**src/rtl/pipelined_write_sched.sv**
```systemverilog
// pipelined_write_sched: round-robin arbiter that serializes one requester's
// complete write onto a shared bus as a command cycle followed by N data beats.
// It also returns wdone pulses to the owning requester.
//
// Handshake semantics (both sides): a transfer happens on a rising clock edge
// where valid and ready are both high. Requester side: req_vld & req_rdy takes
// the whole write. Bus side: out_vld & out_rdy consumes the current bus cycle.
// While out_vld is high and out_rdy is low, every out_* signal holds its value.
module pipelined_write_sched #(
  parameter int NUM_REQ       = 4,
  parameter int MAX_WR_CYCLES = 4,
  parameter int WR_WIDTH      = 8,
  localparam int NCW          = $clog2(MAX_WR_CYCLES)
) (
  input  logic                                  clk,
  input  logic                                  rst_n,
  input  logic [NUM_REQ-1:0]                    req_vld,
  output logic [NUM_REQ-1:0]                    req_rdy,
  input  logic [NUM_REQ*NCW-1:0]                req_num_cycles,
  input  logic [NUM_REQ*3-1:0]                  req_write_type,
  input  logic [NUM_REQ*MAX_WR_CYCLES*WR_WIDTH-1:0] req_dat,
  output logic [NUM_REQ-1:0]                    wdone,
  output logic                                  out_vld,
  output logic                                  out_is_cmd,
  output logic [9:0]                            out_data,
  input  logic                                  out_rdy,
  output logic                                  busy
);

  localparam int RRW = $clog2(NUM_REQ);
  localparam int DW  = MAX_WR_CYCLES * WR_WIDTH;

  typedef enum logic [1:0] {IDLE = 2'd0, CMD = 2'd1, DAT = 2'd2} state_t;

  typedef struct packed {
    logic [3:0]     rsvd;
    logic           val;
    logic [NCW-1:0] num_cycles;
    logic [2:0]     write_type;
  } write_cmd_t;

  typedef struct packed {
    logic [1:0]          cycle_type;
    logic [WR_WIDTH-1:0] beat;
  } write_dat_t;

  localparam logic [1:0] CT_VALID = 2'd1;
  localparam logic [1:0] CT_DONE  = 2'd2;

  state_t              state_q, state_d;
  logic [RRW-1:0]      rr_q;
  logic [RRW-1:0]      owner_q;
  logic [NCW-1:0]      nc_q;
  logic [2:0]          wt_q;
  logic [DW-1:0]       dat_q;
  logic [NCW-1:0]      idx_q;
  logic [NUM_REQ-1:0]  wdone_q;
  logic                out_vld_q, out_is_cmd_q;
  logic [9:0]          out_data_q;

  logic                found;
  logic [RRW-1:0]      grant_idx;
  logic                grant;
  logic [NCW-1:0]      last_idx;
  logic [NCW-1:0]      nxt_idx;
  write_cmd_t          cmd_word;
  write_dat_t          dat_word;
  logic                cur_last;
  logic                wd_fire;

  // Round-robin search: first pending requester at or after the pointer.
  always_comb begin
    found     = 1'b0;
    grant_idx = '0;
    for (int i = 0; i < NUM_REQ; i++) begin
      if (!found && req_vld[(int'(rr_q) + i) % NUM_REQ]) begin
        found     = 1'b1;
        grant_idx = RRW'((int'(rr_q) + i) % NUM_REQ);
      end
    end
  end

  // Beat bookkeeping: index of the last beat and the beat to present next.
  always_comb begin
    last_idx = (nc_q == '0) ? NCW'(MAX_WR_CYCLES - 1) : (nc_q - 1'b1);
    nxt_idx  = (state_q == CMD) ? '0 : (idx_q + 1'b1);
    cur_last = (idx_q == last_idx);
    cmd_word.rsvd       = '0;
    cmd_word.val        = 1'b1;
    cmd_word.num_cycles = req_num_cycles[int'(grant_idx)*NCW +: NCW];
    cmd_word.write_type = req_write_type[int'(grant_idx)*3 +: 3];
    dat_word.cycle_type = (nxt_idx == last_idx) ? CT_DONE : CT_VALID;
    dat_word.beat       = dat_q[int'(nxt_idx)*WR_WIDTH +: WR_WIDTH];
  end

  // Next-state logic; arbitration only happens in IDLE.
  always_comb begin
    state_d = state_q;
    grant   = 1'b0;
    case (state_q)
      IDLE: if (found) begin
        grant   = 1'b1;
        state_d = CMD;
      end
      CMD:  if (out_rdy) state_d = DAT;
      DAT:  if (out_rdy && cur_last) state_d = IDLE;
      default: state_d = IDLE;
    endcase
  end

  // State register.
  always_ff @(posedge clk or negedge rst_n) begin
    if (!rst_n) state_q <= IDLE;
    else        state_q <= state_d;
  end

  // Write capture at grant and registered bus outputs.
  always_ff @(posedge clk or negedge rst_n) begin
    if (!rst_n) begin
      rr_q         <= '0;
      owner_q      <= '0;
      nc_q         <= '0;
      wt_q         <= '0;
      dat_q        <= '0;
      idx_q        <= '0;
      out_vld_q    <= 1'b0;
      out_is_cmd_q <= 1'b0;
      out_data_q   <= '0;
    end else begin
      case (state_q)
        IDLE: if (grant) begin
          owner_q      <= grant_idx;
          rr_q         <= (int'(grant_idx) == NUM_REQ - 1) ? '0 : (grant_idx + 1'b1);
          nc_q         <= cmd_word.num_cycles;
          wt_q         <= cmd_word.write_type;
          dat_q        <= req_dat[int'(grant_idx)*DW +: DW];
          idx_q        <= '0;
          out_vld_q    <= 1'b1;
          out_is_cmd_q <= 1'b1;
          out_data_q   <= 10'(cmd_word);
        end
        CMD: if (out_rdy) begin
          idx_q        <= '0;
          out_is_cmd_q <= 1'b0;
          out_data_q   <= 10'(dat_word);
        end
        DAT: if (out_rdy) begin
          if (cur_last) begin
            out_vld_q  <= 1'b0;
            out_data_q <= '0;
          end else begin
            idx_q      <= nxt_idx;
            out_data_q <= 10'(dat_word);
          end
        end
        default: out_vld_q <= 1'b0;
      endcase
    end
  end

  // wdone: per beat for MULTI_WDONE, final beat only for SINGLE_WDONE.
  assign wd_fire = (state_q == DAT) && out_rdy &&
                   ((wt_q == 3'd1) || ((wt_q == 3'd2) && cur_last));

  // One-cycle wdone pulse to the owner, one cycle after the accepted beat.
  always_ff @(posedge clk or negedge rst_n) begin
    if (!rst_n) wdone_q <= '0;
    else        wdone_q <= wd_fire ? (NUM_REQ'(1) << owner_q) : '0;
  end

  // Accept is gated by rst_n so nothing is taken while the block is held in reset.
  assign req_rdy    = (grant && rst_n) ? (NUM_REQ'(1) << grant_idx) : '0;
  assign wdone      = wdone_q;
  assign out_vld    = out_vld_q;
  assign out_is_cmd = out_is_cmd_q;
  assign out_data   = out_data_q;
  assign busy       = (state_q != IDLE);

  a_rdy_onehot: assert property (@(posedge clk) disable iff (!rst_n) $onehot0(req_rdy));
  a_out_stable: assert property (@(posedge clk) disable iff (!rst_n)
                                 (out_vld && !out_rdy) |=> $stable(out_data));
  a_wdone_owner: assert property (@(posedge clk) disable iff (!rst_n)
                                  (wdone & ~(NUM_REQ'(1) << owner_q)) == '0);

endmodule

```
**config.mk**
```make
export PLATFORM = sky130hd
export DESIGN_NAME = pipelined_write_sched
export DESIGN_NICKNAME = d
export VERILOG_FILES = /design/src/rtl/pipelined_write_sched.sv
export SDC_FILE = /design/constraint.sdc
export NUM_CORES = 1
export LEC_CHECK = 0
export CORE_UTILIZATION = 40
export CTS_CLUSTER_SIZE = 16
export DETAILED_ROUTE_END_ITERATION = 6
export GPL_ROUTABILITY_DRIVEN = 1
export PLACE_DENSITY_LB_ADDON = 0.2
export SYNTH_ARGS = -nofsm -noshare
export SYNTH_HDL_FRONTEND = slang
export SYNTH_SLANG_ARGS = --single-unit
```
**constraint.sdc**
```tcl
create_clock -name clk -period 2.3 [get_ports clk]
set_input_delay 0.46 -clock clk [delete_from_list [all_inputs] [get_ports clk]]
set_output_delay 0.46 -clock clk [all_outputs]
set_load 0.05 [all_outputs]
```
==> implementation parameters, run 1 <==
Parameter                              Value

Logic synthesis
  Number of enable-type register cells in the synthesized netlist    0
  Instance count of the mapped netlist    400
  Cell type with the highest aggregate area in the netlist    dfrtp_1
  Netlist area before placement    4320 um^2
  Synth async-reset ratio    100%
  Count of state elements after synthesis    61
  Synth top area cells    dfrtp_1 35%, mux2i_1 17%, mux2_2 6.3%, mux2_4 4.5%, nand2_1 4.3%
  Proportion of netlist area held by the largest area contributor    35.4%
  Syn. warnings    0
  Yosys cell types    48
  Primary FF master, synth    dfrtp_1
  Part of the Yosys area used for sequential elements    35.4%
  Per-instance average area after synthesis    10.8 um^2
  Net Count, Synth    565

Floorplan
  Die X-Extent    106 um
  Initial core utilization    41.6%
  Core Box Area    10,400 um^2
  Die Outline Area    11,200 um^2
  Number of placement rows    37
  Vertical die dimension    106 um
  Number of I/O pins    176

Layout
  Layout cell share with drive strength beyond 1    24.4%
  Net count reported at finish    770
  Area growth syn-to-layout    54.5%
  Antenna diode instance count    0
  Layout filler cell count    865

Power
  Maximum vdd ir drop    644 uV
  Leakage power    2.93 nW
  Overall power after layout    0.00776 W
  Pwr/cell area    1160 nW/um^2

Global routing
  GRT Total Usage    21.1%
  Remaining Overflow, GRT    0
  Initial antenna violation count    0
  Maximum number of pins on one net before global-route repair    62
  Wire length of the first global-routing pass    18.6 mm
  Via count of the first global-routing pass    3,906

STA
  Final setup TNS    0 ns
  Transition at the pin with the smallest max-transition slack    0.779 ns
  Setup repair after global routing missed its margin    true
  Number of hold violations in the final report    0
  Clock skew after layout    0.00806 ns
  Final setup violating endpoints    0
  Time the worst path needs with I/O delays and setup    2.29 ns
  Share of the clock period used by the worst path    99.5%
  Maximum frequency from static timing analysis    437 MHz
  Final Slew Violations    0
  Slew margin rel.    48.1%

Clock tree
  Hold bufs inserted after CTS    0
  TritonCTS clock tree    yes
  Num CTS Buffers    9
  Source-to-sink clock delay at the later pin of the worst-skew pair    0.34 ns
  Clock-pin slew of the registers on the worst-case setup and hold paths    0.06 ns
  Clk Tree Root Cell    clkbuf_8
  H-tree level count    3
  Clock tree buffer depth    2
  Clock sink count    61

Worst setup path
  Critical Path Start Type    input pin
  Required time of the critical path    1.84 ns
  Maximum fanout encountered on the critical timing path    4
  Path type of the worst setup path    input pin to output pin
  Arrival time of the worst setup path    1.83 ns
  Flop-to-flop setup slack    0.09 ns
  Sort of element at the end of the critical path    output pin

Routing
  Total wire length after detailed routing    11.3 mm
  DRC violations left    0
  Routed Antenna Nets    0
  Vias    3,735
  Average routed wire per standard cell    15.3 um
  Count of routing violations after the opening detailed-route iteration    127
  Length of the first detailed-routing pass in iterations    4
  Mean number of vias per cell    5.03

Status
  Result of the run    finished clean

Place
  Last weighted congestion value of the routability-driven placer    0.831
  Hpwl dp    9.08 mm
  Buffers added on ports    175

Flow run
  Reported max-cap violation count    0

Worst hold path
  Min-Delay Path Class    input pin to async pin
layout by cell type, fill, tap and decap left out, types with 2 or more instances in the layout:
cell type	netlist	final
clkdlybuf4s50_1	0	165
mux2i_1	75	74
dfrtp_1	61	59
nand2_1	49	48
buf_4	5	40
o21ai_1	31	31
mux2_2	24	24
mux2_4	13	13
a21oi_1	11	11
o21ai_2	11	11
clkbuf_8	0	11
inv_1	13	10
nor2_1	10	9
mux4_2	7	7
ha_1	10	7
nor3_1	6	6
a22o_1	6	6
buf_12	5	5
nor2b_1	4	4
a32oi_1	4	4
dlygate4sd2_1	0	4
inv_2	1	3
and3_4	0	3
o21ai_0	3	3
xnor2_1	3	3
ha_2	0	3
buf_6	2	3
a21oi_2	2	2
xor2_1	2	2
nor2_2	2	2
a211oi_1	2	2
buf_8	0	2
dfrtp_2	0	2
power breakdown:
part / internal, W / switching [W]
sequential: 0.00157 / 0.000357
combinational: 0.00245 / 0.00246
clock: 0.000539 / 0.000380
total: 0.00456 / 0.00320
timing repair:
action,CTS,global route
pin swaps,2,4
cloned,0,0
setup buffers,5,4
hold endpoints to repair,0,0
resized for setup,20,7
endpoints found under the setup margin,4,4
path summary, 6_finish.rpt:
path,cells past startpoint,to,from
worst min register to register,1,wdone[0],owner_q[1]
max in group asynchronous,2,rr_q[1],rst_n
min in group clk,1,wdone[0],owner_q[1]
worst max-delay path,8,req_rdy[2],req_vld[1]
worst max register to register,11,dat_q[24],rr_q[1]
worst min-delay path,2,wdone[1],rst_n
worst max-delay path, cell delays in order:
cell and delay (ns):
dlygate4sd2_1 0.28, buf_4 0.16, a21oi_2 0.14, a2bb2oi_4 0.22, buf_6 0.12, ha_2 0.14, and3_4 0.17, buf_8 0.14
kinds of logic after synthesis:
kind of cell,share of synthesized area [%]
muxes,31.8
and+or+nand+nor,9.13
AOI/OAI and AO/OA,13.3
DFF,35.4
buffers and inverters,6.49
adders and majority gates,2.90
xor gates and xnor gates,1.01
metrics by stage:
| stage | hold WS, ns | instances | instance area [um^2] | utilization (%) | setup slack [ns] |
|---|---|---|---|---|---|
| 3_3_place_gp | 0.439 | 721 | 6340 | 61.1 | -0.267 |
| 3_5_place_dp | 0.454 | 721 | 6340 | 61.1 | -0.320 |
| 4_1_cts | 0.378 | 739 | 6610 | 63.7 | -0.00757 |
| 5_1_grt | 0.420 | 743 | 6670 | 64.3 | -0.0591 |
| 2_1_floorplan | 0.164 | 400 | 4330 | - | 0.0331 |
| 6_report | 0.349 | 743 | 6670 | 64.3 | 0.0125 |
registers in the layout, summed over array words and instances (netlist names), 2 cells and up:
register	flops
idx_q	2
state_q	2
nc_q	2
wdone	4
owner_q	2
rr_q	2
wt_q	3
out_data	10
dat_q	32
final cells by class:
cell class | instances | area (um^2) | share of cell area, %
clock buffer | 11 | 151 | 2.27
multi-input combinational | 299 | 2570 | 38.5
tap | 136 | 170 | 2.55
inverter | 14 | 56.3 | 0.845
timing repair buffer | 220 | 2160 | 32.3
clock inverter | 2 | 35.0 | 0.526
sequential | 61 | 1530 | 22.9
synthesized netlist by cell type (3+ instances only):
| cell | number |
|---|---|
| and3_1 | 4 |
| mux2_2 | 24 |
| inv_1 | 13 |
| nor2b_1 | 4 |
| dfrtp_1 | 61 |
| buf_12 | 5 |
| mux4_2 | 7 |
| buf_2 | 9 |
| mux2_4 | 13 |
| a22o_1 | 6 |
| nand2_1 | 49 |
| a21oi_1 | 11 |
| a32oi_1 | 4 |
| xnor2_1 | 3 |
| o21ai_1 | 31 |
| buf_4 | 5 |
| mux2i_1 | 75 |
| nor2_1 | 10 |
| ha_1 | 10 |
| o21ai_2 | 11 |
| o21ai_0 | 3 |
| nor3_1 | 6 |
| clkbuf_1 | 4 |
per-layer routing:
metal	wire, um	up-vias	track usage [%]
li1	-	1845	-
met5	0	-	0
met3	548	13	4.21
met1	4600	1768	24.9
met4	125	0	4.76
met2	6060	109	39.1
Note: power is estimated with default switching activity, not from simulation.
==> run 2: changes to the inputs <==
--- a/config.mk
+++ b/config.mk
@@ -6,10 +6,11 @@
 export NUM_CORES = 1
 export LEC_CHECK = 0
 export CORE_UTILIZATION = 40
+export CTS_CLUSTER_DIAMETER = 30
 export CTS_CLUSTER_SIZE = 16
 export DETAILED_ROUTE_END_ITERATION = 6
 export GPL_ROUTABILITY_DRIVEN = 1
-export PLACE_DENSITY_LB_ADDON = 0.2
+export PLACE_DENSITY_LB_ADDON = 0.15
 export SYNTH_ARGS = -nofsm -noshare
 export SYNTH_HDL_FRONTEND = slang
 export SYNTH_SLANG_ARGS = --single-unit
==> run 2 against run 1 <==
  * The flow now finishes with violations (negative setup slack)
  * Count of clock-buffer cells in the layout unchanged
  * Clock power up 2.7%
  * Design area up 1.1%
  * Critical path depth down 1
  * Wire length up 2.9%
  * Sequential power about the same
  * Die area unchanged
  * Non-clock buffer count unchanged
  * Utilization up 0.70 points
==> implementation parameters, run 2 (synthesized netlist as in run 1, its figures left out) <==
Parameter                              Value

Layout
  Area growth syn-to-layout    56.2%
  Fraction of the core area covered by cells at the end of the flow    65.0%
  Layout filler cell count    837
  Net count reported at finish    770
  Layout cell share with drive strength beyond 1    24.8%
  Design area    6740 um^2
  Highest-count cells in the layout ignoring fill and taps    165 x clkdlybuf4s50_1, 74 x mux2i_1, 60 x dfrtp_1, 48 x nand2_1, 38 x buf_4
  Most common cell after layout, fill and taps aside    clkdlybuf4s50_1
  Antenna diode instance count    0
  Largest register by flop count    dat_q
  Max FFs per register    32

Worst setup path
  Critical Path Start Type    flip-flop
  Maximum fanout encountered on the critical timing path    5
  Path type of the worst setup path    flip-flop to output pin
  Arrival time of the worst setup path    1.90 ns
  Sort of element at the end of the critical path    output pin
  Required time of the critical path    1.84 ns

Global routing
  GR met1 Demand/Resource    23.9%
  Routing usage on met3    5.69%
  Remaining Overflow, GRT    0
  Maximum number of pins on one net before global-route repair    62
  Initial antenna violation count    0
  GRT Total Usage    21.6%
  Layer carrying the most global-route usage    met2
  Global Route met2 Usage    40.8%
  Via count of the first global-routing pass    3,980
  Wire length of the first global-routing pass    18.8 mm

Power
  Leakage power    2.94 nW
  Proportion of total power due to net switching    41.6%
  Int Power    0.00464 W
  Part of the power in combinational logic    64.0%
  Portion of total power attributed to sequential cells    24.1%
  Maximum vdd ir drop    729 uV
  Pwr/cell area    1180 nW/um^2
  Part of the total power dissipated in the clock network    11.9%
  Net switching power    0.00331 W

Floorplan
  Vertical die dimension    106 um
  Die X-Extent    106 um
  Number of placement rows    37
  Core Box Area    10,400 um^2
  Initial core utilization    41.6%
  Die Outline Area    11,200 um^2
  Number of I/O pins    176

STA
  Number of hold violations in the final report    0
  Time the worst path needs with I/O delays and setup    2.36 ns
  Setup repair after global routing missed its margin    true
  Final setup violating endpoints    4
  Slew margin rel.    49.6%
  Final Slew Violations    0
  Transition at the pin with the smallest max-transition slack    0.756 ns
  Maximum frequency from static timing analysis    424 MHz
  Final setup TNS    -0.130 ns
  Final worst setup slack    -0.0597 ns
  Clock skew after layout    0.00771 ns
  Share of the clock period used by the worst path    103%

Status
  Violations in the final reports    negative setup slack
  Result of the run    finished with violations

Clock tree
  Clock tree buffer depth    2
  H-tree level count    3
  Num CTS Buffers    9
  Clock sink count    61
  Clk Tree Root Cell    clkbuf_8
  TritonCTS clock tree    yes
  Clock-pin slew of the registers on the worst-case setup and hold paths    0.07 ns
  Source-to-sink clock delay at the later pin of the worst-skew pair    0.35 ns
  Hold bufs inserted after CTS    0

Routing
  Length of the first detailed-routing pass in iterations    4
  Mean number of vias per cell    5.07
  Average routed wire per standard cell    15.6 um
  Vias    3,784
  DRC violations left    0
  Total wire length after detailed routing    11.7 mm
  Routed Antenna Nets    0
  Count of routing violations after the opening detailed-route iteration    158

Place
  Last weighted congestion value of the routability-driven placer    0.848
  Hpwl dp    9.21 mm
  Placement Setup Slack    -0.268 ns
  Area after detailed placement    6360 um^2
  Buffers added on ports    175

Flow run
  Reported max-cap violation count    0

Worst hold path
  Min-Delay Path Class    input pin to async pin
==> run 2: power by group through the flow <==
stage | clock [W] | combinational (W) | sequential (W)
floorplan | 0 | 0.00324 | 0.00209
global placement | 0 | 0.00475 | 0.00192
detailed placement | 0 | 0.00486 | 0.00193
CTS | 0.000954 | 0.00502 | 0.00192
global route | 0.00101 | 0.00550 | 0.00197
finish | 0.000944 | 0.00509 | 0.00192
==> run 2: routing by layer <==
| layer | wire (um) | part of all wire (%) | up-vias |
|---|---|---|---|
| met5 | 0 | 0 | - |
| met4 | 199 | 1.7 | 0 |
| met3 | 568 | 4.9 | 17 |
| met2 | 6360 | 55 | 115 |
| met1 | 4530 | 39 | 1796 |
| li1 | - | - | 1856 |
==> run 2: final cells by class <==
cell class              instances  area (um^2)  share of cell area [%]
multi-input cells             299         2610                    38.8
repair buffers                220         2180                    32.4
flip-flops and latches         61         1530                    22.7
well taps                     136          170                    2.53
clock buffers                  11          141                    2.10
inverters                      14         56.3                   0.835
clock inverters                 5         50.0                   0.743
==> run 2: path summary, 6_finish.rpt <==
| path | endpoint | from | cells after the start | slack, ns |
|---|---|---|---|---|
| worst max register to register | out_data[3] | rr_q[0] | 10 | 0.11 |
| max in group asynchronous | rr_q[1] | rst_n | 2 | 1.42 |
| worst max-delay path | req_rdy[0] | rr_q[0] | 7 | -0.06 |
| worst min-delay path | owner_q[0] | rst_n | 2 | 0.35 |
| worst min register to register | wdone[1] | owner_q[1] | 1 | 0.45 |
| min in group clk | wdone[1] | owner_q[1] | 1 | 0.45 |
==> run 2: metrics by stage <==
| stage | cells | hold WS [ns] | power [W] |
|---|---|---|---|
| floorplan | 400 | 0.164 | 0.00533 |
| global placement | 721 | 0.440 | 0.00667 |
| detailed placement | 721 | 0.453 | 0.00679 |
| CTS | 743 | 0.370 | 0.00789 |
| global route | 746 | 0.426 | 0.00847 |
| finish | 746 | 0.352 | 0.00795 |
==> run 2: worst max-delay path, cell delays in order (launching register included) <==
cell,delay [ns]
dfrtp_1,0.42
inv_1,0.14
a21oi_4,0.17
a2bb2oi_4,0.25
inv_2,0.10
ha_4,0.17
and3_4,0.15
buf_8,0.14
==> run 2: timing repair <==
item	4_1_cts	5_1_grt
cloned	0	0
pin swaps	3	2
setup buffers	6	3
resized for setup	29	3
setup endpoints to repair	4	4
==> run 3: changes to the inputs <==
--- a/config.mk
+++ b/config.mk
@@ -10,7 +10,8 @@
 export CTS_CLUSTER_SIZE = 16
 export DETAILED_ROUTE_END_ITERATION = 6
 export GPL_ROUTABILITY_DRIVEN = 1
-export PLACE_DENSITY_LB_ADDON = 0.15
+export PLACE_DENSITY = 0.75
+export SLEW_MARGIN = 20
 export SYNTH_ARGS = -nofsm -noshare
 export SYNTH_HDL_FRONTEND = slang
 export SYNTH_SLANG_ARGS = --single-unit
==> run 3 against run 2 <==
  * The flow still finishes with violations (negative setup slack)
  * Final cell count down 0.54%
  * Via count rose by 0.85%
  * Count of clock-buffer cells in the layout unchanged
  * Wire length fell by 0.48%
  * Register-to-register slack about the same
  * Sequential power about the same
  * First-iteration DRC count up 1.3%
  * Utilization decreased by 0.94 points
  * Die area unchanged
  * Sequential share of layout area up 0.33 points
  * Non-clock buffer count down 3
  * Design area fell by 1.4%
  * Largest cell class unchanged
==> implementation parameters, run 3 (synthesized netlist as in run 1, its figures left out) <==
Parameter                              Value

Status
  Result of the run    finished with violations
  Violations in the final reports    negative setup slack

Power
  Portion of total power attributed to sequential cells    24.7%
  Proportion of total power due to net switching    42.2%
  Part of the total power dissipated in the clock network    10.8%
  Maximum vdd ir drop    673 uV
  Leakage power    2.89 nW
  Part of the power in combinational logic    64.6%
  Int Power    0.00446 W
  Pwr/cell area    1160 nW/um^2
  Net switching power    0.00325 W

Global routing
  GRT Total Usage    21.8%
  Maximum number of pins on one net before global-route repair    62
  Wire length of the first global-routing pass    19.2 mm
  Remaining Overflow, GRT    0
  Via count of the first global-routing pass    3,982
  Initial antenna violation count    0

Worst setup path
  Biggest cell delay along the critical path    0.46 ns
  Worst setup startpoint    rr_q[1]
  Critical Path Start Type    flip-flop
  Slowest stage cell on the critical path    dfrtp_2
  Maximum fanout encountered on the critical timing path    5
  Arrival time of the worst setup path    1.89 ns
  Crit-path cells    mux2i_2 -> a211oi_4 -> buf_4 -> ha_4 -> and3_4 -> buf_12
  Category of cells accounting for the largest share of critical-path delay    flip-flops
  Sort of element at the end of the critical path    output pin
  Stages on worst setup path    6
  Path type of the worst setup path    flip-flop to output pin
  Critical path buffers and inverters    2
  Worst reg2reg startpoint    rr_q[1]
  Required time of the critical path    1.84 ns
  Worst reg-to-reg path cell count    12

STA
  Maximum frequency from static timing analysis    425 MHz
  Clock skew after layout    0.00602 ns
  Number of hold violations in the final report    0
  Final setup violating endpoints    4
  Setup repair after global routing missed its margin    true
  Final Slew Violations    0
  Final setup TNS    -0.107 ns
  Time the worst path needs with I/O delays and setup    2.35 ns
  Transition at the pin with the smallest max-transition slack    0.765 ns
  Slew margin rel.    49.0%
  Worst hold slack    0.362 ns
  Final worst setup slack    -0.0533 ns
  Share of the clock period used by the worst path    102%

Routing
  Length of the first detailed-routing pass in iterations    4
  DRC violations left    0
  Average routed wire per standard cell    15.6 um
  Total wire length after detailed routing    11.6 mm
  Count of routing violations after the opening detailed-route iteration    160
  Mean number of vias per cell    5.14
  Vias    3,816
  Routed Antenna Nets    0

Clock tree
  Hold bufs inserted after CTS    0
  Clock-pin slew of the registers on the worst-case setup and hold paths    0.06 ns
  Num CTS Buffers    9
  Source-to-sink clock delay at the later pin of the worst-skew pair    0.34 ns
  Clk Tree Root Cell    clkbuf_8
  Clock tree buffer depth    2
  Clock sink count    61
  TritonCTS clock tree    yes
  H-tree level count    3

Layout
  Net count reported at finish    767
  Max FFs per register    32
  Layout cell share with drive strength beyond 1    23.9%
  Largest register by flop count    dat_q
  Area growth syn-to-layout    53.9%
  Antenna diode instance count    0
  Layout filler cell count    864
  Highest-count cells in the layout ignoring fill and taps    165 x clkdlybuf4s50_1, 74 x mux2i_1, 60 x dfrtp_1, 48 x nand2_1, 35 x buf_4
  Most common cell after layout, fill and taps aside    clkdlybuf4s50_1

Floorplan
  Die X-Extent    106 um
  Vertical die dimension    106 um
  Core Box Area    10,400 um^2
  Die Outline Area    11,200 um^2
  Initial core utilization    41.6%
  Number of placement rows    37
  Number of I/O pins    176

Worst hold path
  Min-Delay Path Class    input pin to async pin

Place
  Buffers added on ports    175
  Last weighted congestion value of the routability-driven placer    0.819
  Hpwl dp    9.21 mm

Flow run
  Reported max-cap violation count    0
==> run 3: final timing paths <==
kind,endpoint,slack [ns]
worst max register to register,dat_q[30],0.11
worst min-delay path,owner_q[0],0.36
max in group asynchronous,rr_q[1],1.40
worst min register to register,wdone[0],0.47
min in group clk,wdone[0],0.47
worst max-delay path,req_rdy[3],-0.05
==> run 3: final cells by class <==
type                    instances  area, um^2  share of cell area [%]
repair buffers                217        2160                    32.5
flip-flops and latches         61        1530                    23.0
clock inverters                 4        25.0                   0.377
well taps                     136         170                    2.56
inverters                      14        56.3                   0.848
multi-input cells             299        2560                    38.6
clock buffers                  11         141                    2.13
==> run 3: through the flow <==
step / worst slack [ns] / instances / util [%] / power [W] / cell area (um^2)
finish: -0.0533 / 742 / 64.0 / 0.00770 / 6640
global route: -0.121 / 742 / 64.0 / 0.00829 / 6640
CTS: -0.0579 / 739 / 63.8 / 0.00770 / 6610
detailed placement: -0.308 / 720 / 61.4 / 0.00676 / 6370
global placement: -0.238 / 720 / 61.4 / 0.00662 / 6370
floorplan: 0.0331 / 400 / - / 0.00533 / 4330
==> run 3: metal layers <==
metal	GRT usage (%)	share of wire, %	vias to the layer above
met1	25.4	39	1827
li1	-	-	1848
met5	0	0	-
met3	4.76	5.0	22
met2	40.0	54	119
met4	5.95	2.0	0
==> run 3: what timing repair did <==
| action | 4_1_cts | 5_1_grt |
|---|---|---|
| pin swaps | 4 | 3 |
| resized for setup | 19 | 5 |
| setup buffers | 4 | 3 |
| setup endpoints to repair | 4 | 4 |
==> run 3: power groups by stage <==
stage	logic, W	clock network [W]	registers (W)
5_1_grt	0.00542	0.000905	0.00196
2_1_floorplan	0.00324	0	0.00209
3_3_place_gp	0.00472	0	0.00190
4_1_cts	0.00496	0.000844	0.00190
3_5_place_dp	0.00485	0	0.00191
6_report	0.00497	0.000832	0.00190
